<file path="config.mk">
export PLATFORM = sky130hd
export DESIGN_NAME = bsc_axiu_stream_rr_arbiter
export DESIGN_NICKNAME = d
export VERILOG_FILES = /design/src/rtl/bsc_axiu_stream_rr_arbiter.sv
export SDC_FILE = /design/constraint.sdc
export NUM_CORES = 1
export LEC_CHECK = 0
export ABC_AREA = 0
export CAP_MARGIN = 20
export CORE_AREA = 2 2 146 148
export CTS_CLUSTER_SIZE = 24
export DETAILED_ROUTE_END_ITERATION = 8
export DIE_AREA = 0 0 148 150
export GPL_TIMING_DRIVEN = 0
export SLEW_MARGIN = 20
export SYNTH_ARGS = -nofsm -noshare
export SYNTH_HDL_FRONTEND = slang
export SYNTH_SLANG_ARGS = --single-unit
</file>
<file path="constraint.sdc">
create_clock -name aclk -period 2.1 [get_ports aclk]
set_input_delay 0.63 -clock aclk [delete_from_list [all_inputs] [get_ports aclk]]
set_output_delay 0.63 -clock aclk [all_outputs]
set_load 0.03 [all_outputs]
</file>
<file path="src/rtl/bsc_axiu_stream_rr_arbiter.sv">
// Packet-atomic round-robin arbiter merging NUM_PORTS AXI-Stream inputs into
// one output stream. A port keeps the grant from its first beat through the
// beat carrying tlast. With USE_BUFFER=1 a 2-entry skid FIFO registers the
// output so no combinational path links the input and output handshakes.
module bsc_axiu_stream_rr_arbiter #(
    parameter int NUM_PORTS  = 4,
    parameter int TID_WIDTH  = 4,
    parameter bit USE_BUFFER = 1'b0
) (
    input  logic                           aclk,
    input  logic                           aresetn,
    input  logic [NUM_PORTS*64-1:0]        in_tdata,
    input  logic [NUM_PORTS*3-1:0]         in_tdest,
    input  logic [NUM_PORTS*TID_WIDTH-1:0] in_tid,
    input  logic [NUM_PORTS-1:0]           in_tlast,
    input  logic [NUM_PORTS-1:0]           in_tvalid,
    output logic [NUM_PORTS-1:0]           in_tready,
    output logic [63:0]                    out_tdata,
    output logic [2:0]                     out_tdest,
    output logic [TID_WIDTH-1:0]           out_tid,
    output logic                           out_tlast,
    output logic                           out_tvalid,
    input  logic                           out_tready,
    output logic [NUM_PORTS-1:0]           grant
);

    localparam int PTR_W = (NUM_PORTS > 1) ? $clog2(NUM_PORTS) : 1;

    typedef enum logic {IDLE, LOCKED} state_t;

    typedef struct packed {
        logic [63:0]          data;
        logic [2:0]           dest;
        logic [TID_WIDTH-1:0] tid;
        logic                 last;
    } beat_t;

    state_t               state, state_next;
    logic [PTR_W-1:0]     ptr, ptr_next;
    logic [NUM_PORTS-1:0] grant_next;
    logic [PTR_W-1:0]     gidx;
    beat_t                mux_beat;
    logic                 mux_valid;
    logic                 dn_ready;
    logic                 in_hs;

    // Decode the granted index and steer that port's beat onto the mux output.
    // NOTE: every signal driven here gets a default first, so no path through
    // the block leaves a value held and no latch is inferred.
    always_comb begin
        gidx      = '0;
        mux_beat  = '0;
        mux_valid = 1'b0;
        for (int i = 0; i < NUM_PORTS; i++) begin
            if (grant[i]) begin
                gidx          = PTR_W'(i);
                mux_beat.data = in_tdata[64*i +: 64];
                mux_beat.dest = in_tdest[3*i +: 3];
                mux_beat.tid  = in_tid[TID_WIDTH*i +: TID_WIDTH];
                mux_beat.last = in_tlast[i];
                mux_valid     = in_tvalid[i];
            end
        end
    end

    assign in_hs = mux_valid & dn_ready;

    // State register: FSM state, round-robin pointer and the one-hot grant.
    // NOTE: sequential state uses non-blocking assignments so every register
    // samples its pre-edge value regardless of statement order.
    always_ff @(posedge aclk or negedge aresetn) begin
        if (!aresetn) begin
            state <= IDLE;
            ptr   <= '0;
            grant <= '0;
        end else begin
            state <= state_next;
            ptr   <= ptr_next;
            grant <= grant_next;
        end
    end

    // Next state: pick the first requester from ptr in IDLE, release on tlast.
    always_comb begin
        int sel;
        sel        = 0;
        state_next = state;
        ptr_next   = ptr;
        grant_next = grant;
        case (state)
            IDLE: begin
                if (|in_tvalid) begin
                    // Scan downward so the candidate closest to ptr wins last.
                    for (int k = NUM_PORTS - 1; k >= 0; k--) begin
                        if (in_tvalid[(int'(ptr) + k) % NUM_PORTS]) begin
                            sel = (int'(ptr) + k) % NUM_PORTS;
                        end
                    end
                    state_next = LOCKED;
                    grant_next = NUM_PORTS'(1) << sel;
                end
            end
            LOCKED: begin
                if (in_hs && mux_beat.last) begin
                    state_next = IDLE;
                    grant_next = '0;
                    ptr_next   = PTR_W'((int'(gidx) + 1) % NUM_PORTS);
                end
            end
            default: begin
                state_next = IDLE;
                grant_next = '0;
            end
        endcase
    end

    // Outputs: only the granted port sees downstream ready, and only in LOCKED.
    always_comb begin
        in_tready = '0;
        if (state == LOCKED) begin
            in_tready = grant & {NUM_PORTS{dn_ready}};
        end
    end

    if (USE_BUFFER) begin : g_skid
        beat_t      mem [2];
        logic       wr_ptr, rd_ptr;
        logic [1:0] count;
        logic       push, pop;

        assign dn_ready = (count != 2'd2);
        assign push     = mux_valid & dn_ready;
        assign pop      = (count != 2'd0) & out_tready;

        // Skid FIFO: two entries in order, push and pop may happen together.
        // NOTE: the storage is reset as well so the output fields read zero
        // after reset instead of leftover contents.
        always_ff @(posedge aclk or negedge aresetn) begin
            if (!aresetn) begin
                mem[0] <= '0;
                mem[1] <= '0;
                wr_ptr <= 1'b0;
                rd_ptr <= 1'b0;
                count  <= 2'd0;
            end else begin
                if (push) begin
                    mem[wr_ptr] <= mux_beat;
                end
                wr_ptr <= wr_ptr ^ push;
                rd_ptr <= rd_ptr ^ pop;
                count  <= count + 2'(push) - 2'(pop);
            end
        end

        assign out_tvalid = (count != 2'd0);
        assign out_tdata  = mem[rd_ptr].data;
        assign out_tdest  = mem[rd_ptr].dest;
        assign out_tid    = mem[rd_ptr].tid;
        assign out_tlast  = mem[rd_ptr].last;
    end else begin : g_direct
        assign dn_ready   = out_tready;
        assign out_tvalid = mux_valid;
        assign out_tdata  = mux_beat.data;
        assign out_tdest  = mux_beat.dest;
        assign out_tid    = mux_beat.tid;
        assign out_tlast  = mux_beat.last;
    end

endmodule

</file>
Word-level counts from Yosys, hierarchy flattened
Cells that the tools add are included.

Flip-flop bits (word level): 7. Bits in latches: 0. Memory bits (writable): 0. ROM bits: 0. Output and inout port bits: 81. Logic and storage cells: 62. Memories: 0.

Add/subtract/negate cells: 4. Multiply operators: 0. Divide/modulo/power cells: 0. Magnitude comparators: 4. Equality and inequality tests: 2. Shifts and indexed selects: 1. Multiplexer cells: 35. Bitwise operators: 6. Reduce and logical (&&, ||, !) cells: 7.

Operators by type and width (number): 72-bit 2-to-1 mux (4); 32-bit 2-to-1 mux (6); 1-bit by 32-bit left shift with 4-bit output (first input constant) (1); 1-bit 2-to-1 mux (14); 3-bit by 4-bit less-than comparator with 1-bit output (second input constant) (3); 4-bit 2-to-1 mux (3); 1-bit binary-select mux with 2-bit select (4); 4-bit one-hot mux with 2 select lines (1); 2-bit OR reduction (3); 2-bit by 1-bit adder with 2-bit output (second input constant) (2); 2-bit adder (second input constant) (2); 4-bit bitwise AND (1); 2-bit 2-to-1 mux (2); 2-bit AND reduction (2); 4-bit OR reduction (1); 1-bit bitwise AND (first input constant) (3); 2-bit by 3-bit less-than comparator with 1-bit output (second input constant) (1); 2-bit by 1-bit inequality test with 1-bit output (second input constant) (1); 2-bit inequality test (second input constant) (1); 1-bit one-hot mux with 2 select lines (1); 1-bit bitwise AND (1); 1-bit logical AND (1); 1-bit inverter (1).

Longest topological paths before layout
Gate-level depths: netlist of the first run.

Depth in word-level cells: 15. Mapped depth: 7. Depth with buffers taken out: 4.

Worst setup path before layout of the first run
OpenSTA, ideal clock, no wires.

Path type: register to output. Start: register grant[1]. End: output out_tdata[23]. Data arrival time: 2.072 ns. Path slack: -0.602 ns. Cell stages (with the launch flop): 8. Path through: dfrtp_1 buf_6 nor2b_1 buf_2 buf_4 buf_2 a221oi_1 o31ai_1.

Word-level cells in the longest chain between the ends: 3.

RTL lines: from (decl) (line 24) `output logic [NUM_PORTS-1:0] grant`; from (signal assigned) (line 79) `grant <= grant_next;`; 72-bit 2-to-1 mux (3 in a row) (line 55) `if (grant[i]) begin`; to (decl) (line 18) `output logic [63:0] out_tdata,`.

No other way between the ends.

Worst setup path after layout of the first run
Start: register grant[1]. End: output out_tid[0].

Word-level cells in the longest chain between the ends: 3.

RTL lines: 72-bit 2-to-1 mux (3 in a row) (line 55); to (decl) (line 20) `output logic [TID_WIDTH-1:0] out_tid,`.

No other way between the ends.

==> results of run 1 <==
[worst max-delay path, cell delays in order (launching register included)]
cell      delay (ns)
dfrtp_2         0.41
buf_12          0.15
nor2b_4         0.11
buf_8           0.14
clkbuf_8        0.23
a221oi_1        0.13
o31ai_4         0.25
buf_6           0.17
[cell usage in the layout, fill, tap and decap left out, types with 2 or more instances in the layout]
master and count:
dlygate4sd2_1 7, buf_8 4, o21ai_2 2, a21oi_1 7
mux2_4 2, clkbuf_16 7, buf_16 2, dlymetal6s2s_1 2
clkbuf_8 13, dfrtp_2 4, a221oi_2 30, clkdlybuf4s15_2 2
nand2_1 77, buf_4 24, clkdlybuf4s15_1 2, dfrtp_1 3
clkdlybuf4s50_1 286, a221oi_4 38, inv_1 4, o31ai_4 69
nor2_1 72, buf_6 69, clkbuf_1 2, clkbuf_2 10
and3_1 4, clkbuf_4 3, a21oi_2 4, o32ai_1 4
nand4bb_1 2, nand3b_1 4, buf_12 9, buf_2 3
a32oi_2 2
[cells in the mapped netlist]
cell type / number
a221oi_1: 69
o22ai_1: 1
or3_1: 1
clkbuf_1: 32
a32oi_2: 2
dfrtp_1: 7
and4_1: 1
o31ai_1: 69
o22a_1: 1
buf_1: 8
o32ai_1: 4
buf_4: 2
inv_2: 1
nand2b_1: 1
or2_2: 1
o21a_1: 1
nor2b_1: 1
nand4bb_1: 2
buf_6: 2
buf_2: 8
mux2_4: 2
o21ai_1: 2
nor2_1: 72
nor3_1: 1
nor4_1: 1
nand2_1: 77
nand3b_1: 4
mux2i_1: 1
a21oi_1: 11
inv_1: 4
and3_1: 5
[state kept, by name, summed over array words and instances, names as in the netlist]
signal,count
grant,4
ptr,2
state,1
[layout make-up]
cell class                 count  area, um^2
fill                        1992       11600
timing repair buffer         391        4040
tap                          275         344
inverter                       5        21.3
buffer                        51         607
multi-input combinational    330        3840
clock buffer                   4        78.8
sequential                     7         180
[cell families (layout without fill, tap and decap cells)]
group,count (synthesis),after routing
compound gates,160,160
buf+inv,57,451
flops,7,7
mux,3,3
simple gates,167,167
[report_power, final]
part           switching, mW  leakage [nW]  internal (mW)
combinational           7.90          3.19           6.71
clock                 0.0701        0.0382          0.252
sequential            0.0631        0.0813          0.194
total                   8.03          3.31           7.16
[stage by stage]
stage          cell area [um^2]  worst slack [ns]  utilization (%)
6_report                   9110            -0.376             44.0
5_1_grt                    9110            -0.412             44.0
4_1_cts                    8990            -0.394             43.5
3_5_place_dp               7590             -1.15             36.7
3_3_place_gp               7590             -1.15             36.7
2_1_floorplan              3490           -0.0826                -
[routing by layer]
| metal | up-vias | track usage [%] | share of wire [%] |
|---|---|---|---|
| met5 | - | 0 | 0 |
| met4 | 0 | 3.81 | 2.0 |
| met3 | 33 | 3.57 | 6.8 |
| met2 | 232 | 33.9 | 51 |
| met1 | 2301 | 22.4 | 40 |
| li1 | 2335 | - | - |
[timing repair]
| item | CTS | global route |
|---|---|---|
| setup buffers | 11 | 0 |
| setup endpoints to repair | 79 | 77 |
| pin swaps | 9 | 8 |
| endpoints found under the hold margin | 0 | 0 |
| resized for setup | 713 | 21 |
| cloned | 4 | 1 |
[worst max-delay path by stage]
stage | from | to | slack, ns | cells after the start
2_1_floorplan | grant[1]$_DFFE_PN0P_ | out_tdata[23] | -0.08 | 7
3_3_place_gp | grant[3]$_DFFE_PN0P_ | out_tdata[38] | -1.15 | 6
3_5_place_dp | grant[3]$_DFFE_PN0P_ | out_tdata[44] | -1.15 | 6
4_1_cts | grant[1]$_DFFE_PN0P_ | out_tdata[25] | -0.39 | 8
5_1_grt | grant[1]$_DFFE_PN0P_ | out_tdata[55] | -0.41 | 8
6_report | grant[1]$_DFFE_PN0P_ | out_tid[0] | -0.38 | 7
==> summary.md, run 1 <==
| Metric | Value |
|---|---|
| Outcome | `finished, violations left` |
| Failing checks | `negative setup slack` |
| Worst reg2reg path startpoint | `grant[1]$_DFFE_PN0P_` |
| Largest family of logic cells by synthesized area | `compound AO/OA/AOI/OAI gates` |
| Starting Density | `11.7%` |
| Sequential fraction of the synthesis area | `7.22%` |
| Flops & latches, synth | `7` |
| Placed Cells | `1,044` |
| Max transition margin | `between 60 and 70%` |
| Die X | `148 um` |
| DRT Pass-1 Iters | `4` |
| Synth Cell Area | `2430 um^2` |
| CP arrival | `1.85 ns` |
| Mapped Cells | `between 300 and 400` |
| Finished Layout Cells | `1,063` |
| Full die area | `~22,000 um^2` |
| DRT antenna net count | `0` |
| Nets | `1,084` |
| Worst hold path depth | `1` |
| Clock Pin Slew Worst Setup and Hold Paths | `0.03 ns` |
| Top-area cell type share of the netlist area | `24.9%` |
| Period minus WS final | `2.48 ns` |
| DR iter-0 viols | `198` |
| Congestion Overflow GR | `0` |
| Max Freq | `404 MHz` |
| Drt wl/cell | `approximately 21 um` |
| Worst hold-check path type | `flop to flop` |
| CTS tree | `yes` |
| Root Buffer | `clkbuf_16` |
| Post-synthesis compound-gate area fraction | `52.6%` |
| YS warnings | `0` |
| Post-synthesis cell type count | `31` |
| Core region area | `20,700 um^2` |
| Syn Nets | `689` |
| Worst path setup slack after routing | `-0.376 ns` |
| DRC viols | `0` |
| CTS buffer count | `3` |
| Adder-cell area share of the yosys netlist | `0%` |
| Estimated wirelength of the detail-placed design | `16.8 mm` |
| Layout cells sized above 1 | `38.3%` |
| Pleak | `between 3 and 4 nW` |
| Syn Area/Cell | `6.16 um^2` |
| Slew Limit Fails | `0` |
| Synth area leader | `a221oi_1` |
| # hold bufs at CTS | `0` |
| Post-DR vias/cell | `between 4 and 5` |
| FF-to-FF path depth | `7` |
| Clock Skews | `roughly 0.0004 ns` |
| H-tree levels | `1` |
| Placer Congestion | `0.784` |
| Kind of critical path | `flop to output port` |
| Max cap viols | `0` |
| Critical Path Start Type | `flop` |
| CP max FO | `10` |
| Worst Tran Pin Value | `0.466 ns` |
| Pwr Total | `15.2 mW` |
| N_diodes | `0` |
| Synth Area in Simple Gates | `28.4%` |
| GRT Util Overall | `18.5%` |
| Final period util | `118%` |
| Die H | `~150 um` |
| Xor/xnor cell area share of the yosys netlist | `0%` |
| Pwr per Cell Area | `1670 nW/um^2` |
| First-pass GRT wire length | `31.8 mm` |
| Post-synthesis mux area share | `1.65%` |
| Reg2reg end | `ptr[0]$_DFFE_PN0P_` |
| Routed WL | `22.0 mm` |
| Final Hold Viols | `0` |
| Routed via count | `4,901` |
| Clock latency on the worst-skew pair | `0.23 ns` |
| Std cell rows | `53` |
| Area grow syn2layout | `275%` |
| Num Clock Sinks | `7` |
| Hold_ws | `0.563 ns` |
| Hold endpoint | `ptr[0]$_DFFE_PN0P_` |
| Worst path required time | `1.47 ns` |
| RSZ-0062 raised after global routing | `yes` |
| Clock Path Buffers | `2` |
| # port buffers | `375` |
| Finish-stage setup viols | `73` |
| IR drop worst, VDD | `0.810 mV` |
| Startpoint of the worst hold path | `ptr[0]$_DFFE_PN0P_` |
| Initial antenna violation count | `0` |
| # IOs | `376` |
| Crit. End Element | `output port` |
| Largest net degree at the start of global routing | `11` |
| Vias in the first global route | `5,451` |
| R2R Setup Slk | `0.18 ns` |
| Area contributors post-synth | `a221oi_1, o31ai_1, nand2_1` |
| Setup TNS | `-21.97 ns` |
(Power assumes the default switching activity.)
==> run 2: changes to the inputs <==
- CORE_AREA: 2 2 146 148 -> 2 2 147 149
- CTS_BUF_LIST: default -> sky130_fd_sc_hd__clkbuf_8
- DIE_AREA: 0 0 148 150 -> 0 0 149 151
==> summary.md, run 2 (synthesis gave the netlist of run 1 again) <==
| Metric | Value |
|---|---|
| Placed cell area | `approximately 7600 um^2` |
| Slew Limit Fails | `0` |
| Clock latency on the worst-skew pair | `roughly 0.23 ns` |
| Period minus WS final | `2.48 ns` |
| Layout cells sized above 1 | `39.5%` |
| N_diodes | `0` |
| Max cap viols | `0` |
| Register Area | `180 um^2` |
| H-tree levels | `1` |
| Std cell rows | `53` |
| Finish-stage setup viols | `73` |
| Finished Layout Cells | `roughly 1,100` |
| Biggest register | `grant` |
| CTS tree | `yes` |
| Net Sw Power | `8.09 mW` |
| Nets | `around 1,100` |
| GRT Util Overall | `a little under a fifth` |
| Worst Tran Pin Value | `0.491 ns` |
| Final Hold Viols | `0` |
| Routed via count | `4,889` |
| Congestion Overflow GR | `0` |
| Post-DR vias/cell | `4.55` |
| # fillers | `2,004` |
| Final period util | `118%` |
| Core region area | `~21,000 um^2` |
| Estimated wirelength of the detail-placed design | `17.1 mm` |
| Sw frac | `52.4%` |
| RSZ-0062 raised after global routing | `yes` |
| Largest register FFs | `4` |
| Pwr Total | `15.4 mW` |
| Worst path setup slack after routing | `-0.382 ns` |
| Die X | `149 um` |
| R2R Setup Slk | `about 0.090 ns` |
| Int Pwr | `roughly 7.4 mW` |
| Placer Congestion | `0.787` |
| Clock Skews | `around 0.0033 ns` |
| Worst hold path depth | `1` |
| Pleak | `3.40 nW` |
| Biggest regs | `grant: 4 flops, ptr: 2 flops, state: 1 flops` |
| Crit. End Element | `output port` |
| # IOs | `376` |
| Failing checks | `negative setup slack` |
| # port buffers | `375` |
| Routed WL | `22.0 mm` |
| FF-to-FF path depth | `8` |
| Root Buffer | `clkbuf_8` |
| IR drop worst, VDD | `0.882 mV` |
| CP max FO | `8` |
| Hold endpoint | `ptr[0]$_DFFE_PN0P_` |
| Drt wl/cell | `20.5 um` |
| Vias in the first global route | `5,342` |
| Kind of critical path | `flop to output port` |
| Multi-input gate area | `roughly 3900 um^2` |
| Design area | `9330 um^2` |
| DR iter-0 viols | `90` |
| DRT antenna net count | `0` |
| Most frequent cells in the layout | `clkdlybuf4s50_1, nand2_1, nor2_1` |
| Worst hold-check path type | `flop to flop` |
| Largest net degree at the start of global routing | `11` |
| Comb power frac | `97.1%` |
| Clock share of power | `1.2%` |
| Seq pwr share | `1.7%` |
| Clock Path Buffers | `2` |
| Worst reg2reg path startpoint | `grant[1]$_DFFE_PN0P_` |
| Startpoint of the worst hold path | `ptr[0]$_DFFE_PN0P_` |
| Pwr per Cell Area | `1650 nW/um^2` |
| Worst path required time | `1.47 ns` |
| First-pass GRT wire length | `31.4 mm` |
| CP arrival | `1.85 ns` |
| Initial antenna violation count | `0` |
| Leading cell type in the layout, fill and taps excluded | `clkdlybuf4s50_1` |
| Max Freq | `403 MHz` |
| Clock Pin Slew Worst Setup and Hold Paths | `0.04 ns` |
| Die H | `151 um` |
| DRC viols | `0` |
| Outcome | `finished, violations left` |
| Placed Cells | `1,044` |
| Reg2reg end | `ptr[0]$_DFFE_PN0P_` |
| CTS buffer count | `3` |
| Num Clock Sinks | `7` |
| # hold bufs at CTS | `0` |
| Critical Path Start Type | `flop` |
| DRT Pass-1 Iters | `4` |
| Area grow syn2layout | `284%` |
| Starting Density | `a little under an eighth` |
| Full die area | `22,500 um^2` |
| Util after Layout | `44.8%` |
| Max transition margin | `~67%` |
| Pre-CTS setup slack | `-1.10 ns` |
## run 2: cell type report
class / count / area share [%]
repair buffers: 402 / 44.8
multi-input cells: 330 / 41.5
plain buffers: 51 / 7.33
well taps: 275 / 3.69
flip-flops and latches: 7 / 1.93
clock buffers: 3 / 0.442
inverters: 5 / 0.255
clock inverters: 1 / 0.0402
## run 2: how the worst max path moves through the flow
stage / end / startpoint / slack [ns] / cells after the start
2_1_floorplan: out_tdata[23] / grant[1]$_DFFE_PN0P_ / -0.08 / 7
3_3_place_gp: out_tdata[40] / grant[3]$_DFFE_PN0P_ / -1.11 / 6
3_5_place_dp: out_tdata[40] / grant[3]$_DFFE_PN0P_ / -1.10 / 6
4_1_cts: out_tdata[25] / grant[1]$_DFFE_PN0P_ / -0.42 / 8
5_1_grt: out_tdata[12] / grant[1]$_DFFE_PN0P_ / -0.42 / 9
6_report: out_tdata[25] / grant[1]$_DFFE_PN0P_ / -0.38 / 8
## run 2: power by group through the flow
stage | sequential, mW | clock (mW) | combinational [mW]
after floorplan | 0.302 | 0 | 7.54
final | 0.268 | 0.186 | 15.0
after detailed placement | 0.260 | 0 | 11.9
after global placement | 0.262 | 0 | 11.8
after global routing | 0.279 | 0.201 | 15.7
after CTS | 0.265 | 0.188 | 14.4
## run 2: stage by stage
step	hold WS, ns	setup TNS (ns)
6_report	0.550	-20.71
3_3_place_gp	0.539	-70.34
5_1_grt	0.595	-25.19
3_5_place_dp	0.530	-70.70
4_1_cts	0.557	-22.06
2_1_floorplan	0.334	-2.51
## run 2: critical path, cell delays in order (launching register included)
cell,delay (ns)
dfrtp_2,0.42
buf_12,0.15
nor2b_4,0.12
buf_12,0.15
buf_12,0.15
buf_12,0.13
a221oi_4,0.07
o31ai_4,0.24
buf_6,0.17
## run 2: metal layers
metal / wire, um / up-vias / share of wire (%) / track usage (%)
li1: - / 2368 / - / -
met1: 8430 / 2291 / 38 / 21.2
met2: 11900 / 215 / 54 / 35.3
met3: 1570 / 15 / 7.1 / 3.73
met4: 191 / 0 / 0.87 / 2.67
met5: 0 / - / 0 / 0
## run 2: repair_timing
item,4_1_cts,5_1_grt
endpoints found under the setup margin,79,81
pin swaps,11,11
gates resized for setup,703,52
gates cloned,4,3
buffers inserted,11,10
==> run 3: changes to the inputs <==
- CORE_AREA: 2 2 147 149 -> 2 2 144 146
- DIE_AREA: 0 0 149 151 -> 0 0 146 148
- clock period: 2.1 -> 2.86 ns (I/O delays scaled with it)
==> summary.md, run 3 (synthesis gave the netlist of run 1 again) <==
| Metric | Value |
|---|---|
| Outcome | `complete, no violations` |
| Initial antenna violation count | `0` |
| Max transition margin | `59.0%` |
| Kind of critical path | `input pin to output port` |
| Worst hold path depth | `1` |
| Clock Path Buffers | `2` |
| Final period util | `about 100%` |
| DR iter-0 viols | `223` |
| Finished Layout Cells | `1,046` |
| H-tree levels | `1` |
| Routed via count | `4,845` |
| Max cap viols | `0` |
| Pleak | `approximately 2.7 nW` |
| IR drop worst, VDD | `0.443 mV` |
| Placed cell area | `6700 um^2` |
| Worst hold-check path type | `flop to flop` |
| CTS tree | `yes` |
| DRT antenna net count | `0` |
| Period minus WS final | `2.85 ns` |
| # port buffers | `375` |
| Clock Pin Slew Worst Setup and Hold Paths | `0.04 ns` |
| Routed WL | `20.8 mm` |
| N_diodes | `0` |
| Placer Congestion | `0.800` |
| Crit. End Element | `output port` |
| # IOs | `376` |
| Pwr per Cell Area | `1080 nW/um^2` |
| Std cell rows | `52` |
| DRT Pass-1 Iters | `4` |
| Placed Cells | `1,039` |
| Drt wl/cell | `approximately 20 um` |
| Num Clock Sinks | `7` |
| Root Buffer | `clkbuf_8` |
| Layout cells sized above 1 | `26.4%` |
| Starting Density | `12.1%` |
| Worst path required time | `approximately 2.0 ns` |
| Clock latency on the worst-skew pair | `between 0.2 and 0.25 ns` |
| RSZ-0062 raised after global routing | `yes` |
| Leading cell type in the layout, fill and taps excluded | `clkdlybuf4s50_1` |
| CP max FO | `1` |
| Estimated wirelength of the detail-placed design | `approximately 16 mm` |
| Die X | `146 um` |
| GRT Util Overall | `18.0%` |
| First-pass GRT wire length | `slightly above 30 mm` |
| Nets | `1,072` |
| Largest register FFs | `4` |
| Final Hold Viols | `0` |
| Slew Limit Fails | `0` |
| Clock Skews | `0.00480 ns` |
| Area grow syn2layout | `183%` |
| Full die area | `about 22,000 um^2` |
| Critical Path Start Type | `input pin` |
| # fillers | `2,207` |
| Vias in the first global route | `5,054` |
| Biggest regs | `grant: 4 flops, ptr: 2 flops, state: 1 flops` |
| Die H | `148 um` |
| FF-to-FF path depth | `6` |
| Post-DR vias/cell | `approximately 4.6` |
| CP arrival | `1.99 ns` |
| DRC viols | `0` |
| Worst Tran Pin Value | `0.615 ns` |
| CTS buffer count | `3` |
| Largest net degree at the start of global routing | `11` |
| Design area | `approximately 6900 um^2` |
| Util after Layout | `34.3%` |
| Most frequent cells in the layout | `clkdlybuf4s50_1, nand2_1, nor2_1` |
| Biggest register | `grant` |
| Core region area | `around 20,000 um^2` |
| Max Freq | `351 MHz` |
| Congestion Overflow GR | `0` |
| Finish-stage setup viols | `0` |
| # hold bufs at CTS | `0` |
==> run 3: per-stage QoR <==
stage | hold slack, ns | worst slack, ns | total power [mW] | TNS (ns)
after floorplan | 0.505 | 0.0142 | 4.44 | 0
after detailed placement | 0.551 | -1.17 | 7.59 | -57.64
after global routing | 0.585 | -0.0247 | 7.90 | -0.0485
after global placement | 0.551 | -1.19 | 7.59 | -56.39
final | 0.551 | 0.00775 | 7.44 | 0
after CTS | 0.560 | -0.0435 | 7.46 | -0.0650
==> run 3: power by group <==
group	internal, mW	switching (mW)	leakage (nW)
clock network	0.0926	0.0406	0.0269
logic	2.64	4.47	2.58
registers	0.139	0.0605	0.0859
total	2.87	4.57	2.70
==> run 3: worst max-delay path: stages <==
cell             delay (ns)
clkdlybuf4s50_1        0.41
a221oi_1               0.34
o31ai_2                0.09
clkdlybuf4s15_2        0.30
==> run 3: worst paths after layout <==
path	from	endpoint	slack, ns
setup / recovery	in_tdata[73]	out_tdata[9]	0.008
hold / removal	ptr[0]$_DFFE_PN0P_	ptr[0]$_DFFE_PN0P_	0.55
setup reg to reg	grant[1]$_DFFE_PN0P_	ptr[1]$_DFFE_PN0P_	1.08
hold reg to reg	ptr[0]$_DFFE_PN0P_	ptr[0]$_DFFE_PN0P_	0.55
max in group asynchronous	aresetn	grant[0]$_DFFE_PN0P_	1.70
min in group asynchronous	aresetn	state$_DFF_PN0_	0.89
==> run 3: layout make-up <==
class | count | area, um^2 | share of cell area (%)
inverters | 5 | 18.8 | 0.273
clock buffers | 3 | 41.3 | 0.601
clock inverters | 1 | 3.75 | 0.0547
flip-flops and latches | 7 | 176 | 2.57
repair buffers | 379 | 3530 | 51.4
well taps | 270 | 338 | 4.92
multi-input cells | 330 | 2380 | 34.7
plain buffers | 51 | 375 | 5.47
==> run 3: repair_timing <==
| action | in CTS | in global routing |
|---|---|---|
| setup buffers | 0 | 4 |
| pin swaps | 1 | 6 |
| resized for setup | 440 | 87 |
| setup endpoints to repair | 77 | 56 |
==> run 3: layer usage <==
| metal | share of wire, % | vias up | global-route usage (%) |
|---|---|---|---|
| met5 | 0 | - | 0 |
| met3 | 6.9 | 20 | 3.46 |
| met2 | 50 | 261 | 32.7 |
| met4 | 1.7 | 0 | 3.88 |
| li1 | - | 2301 | - |
| met1 | 41 | 2263 | 22.0 |
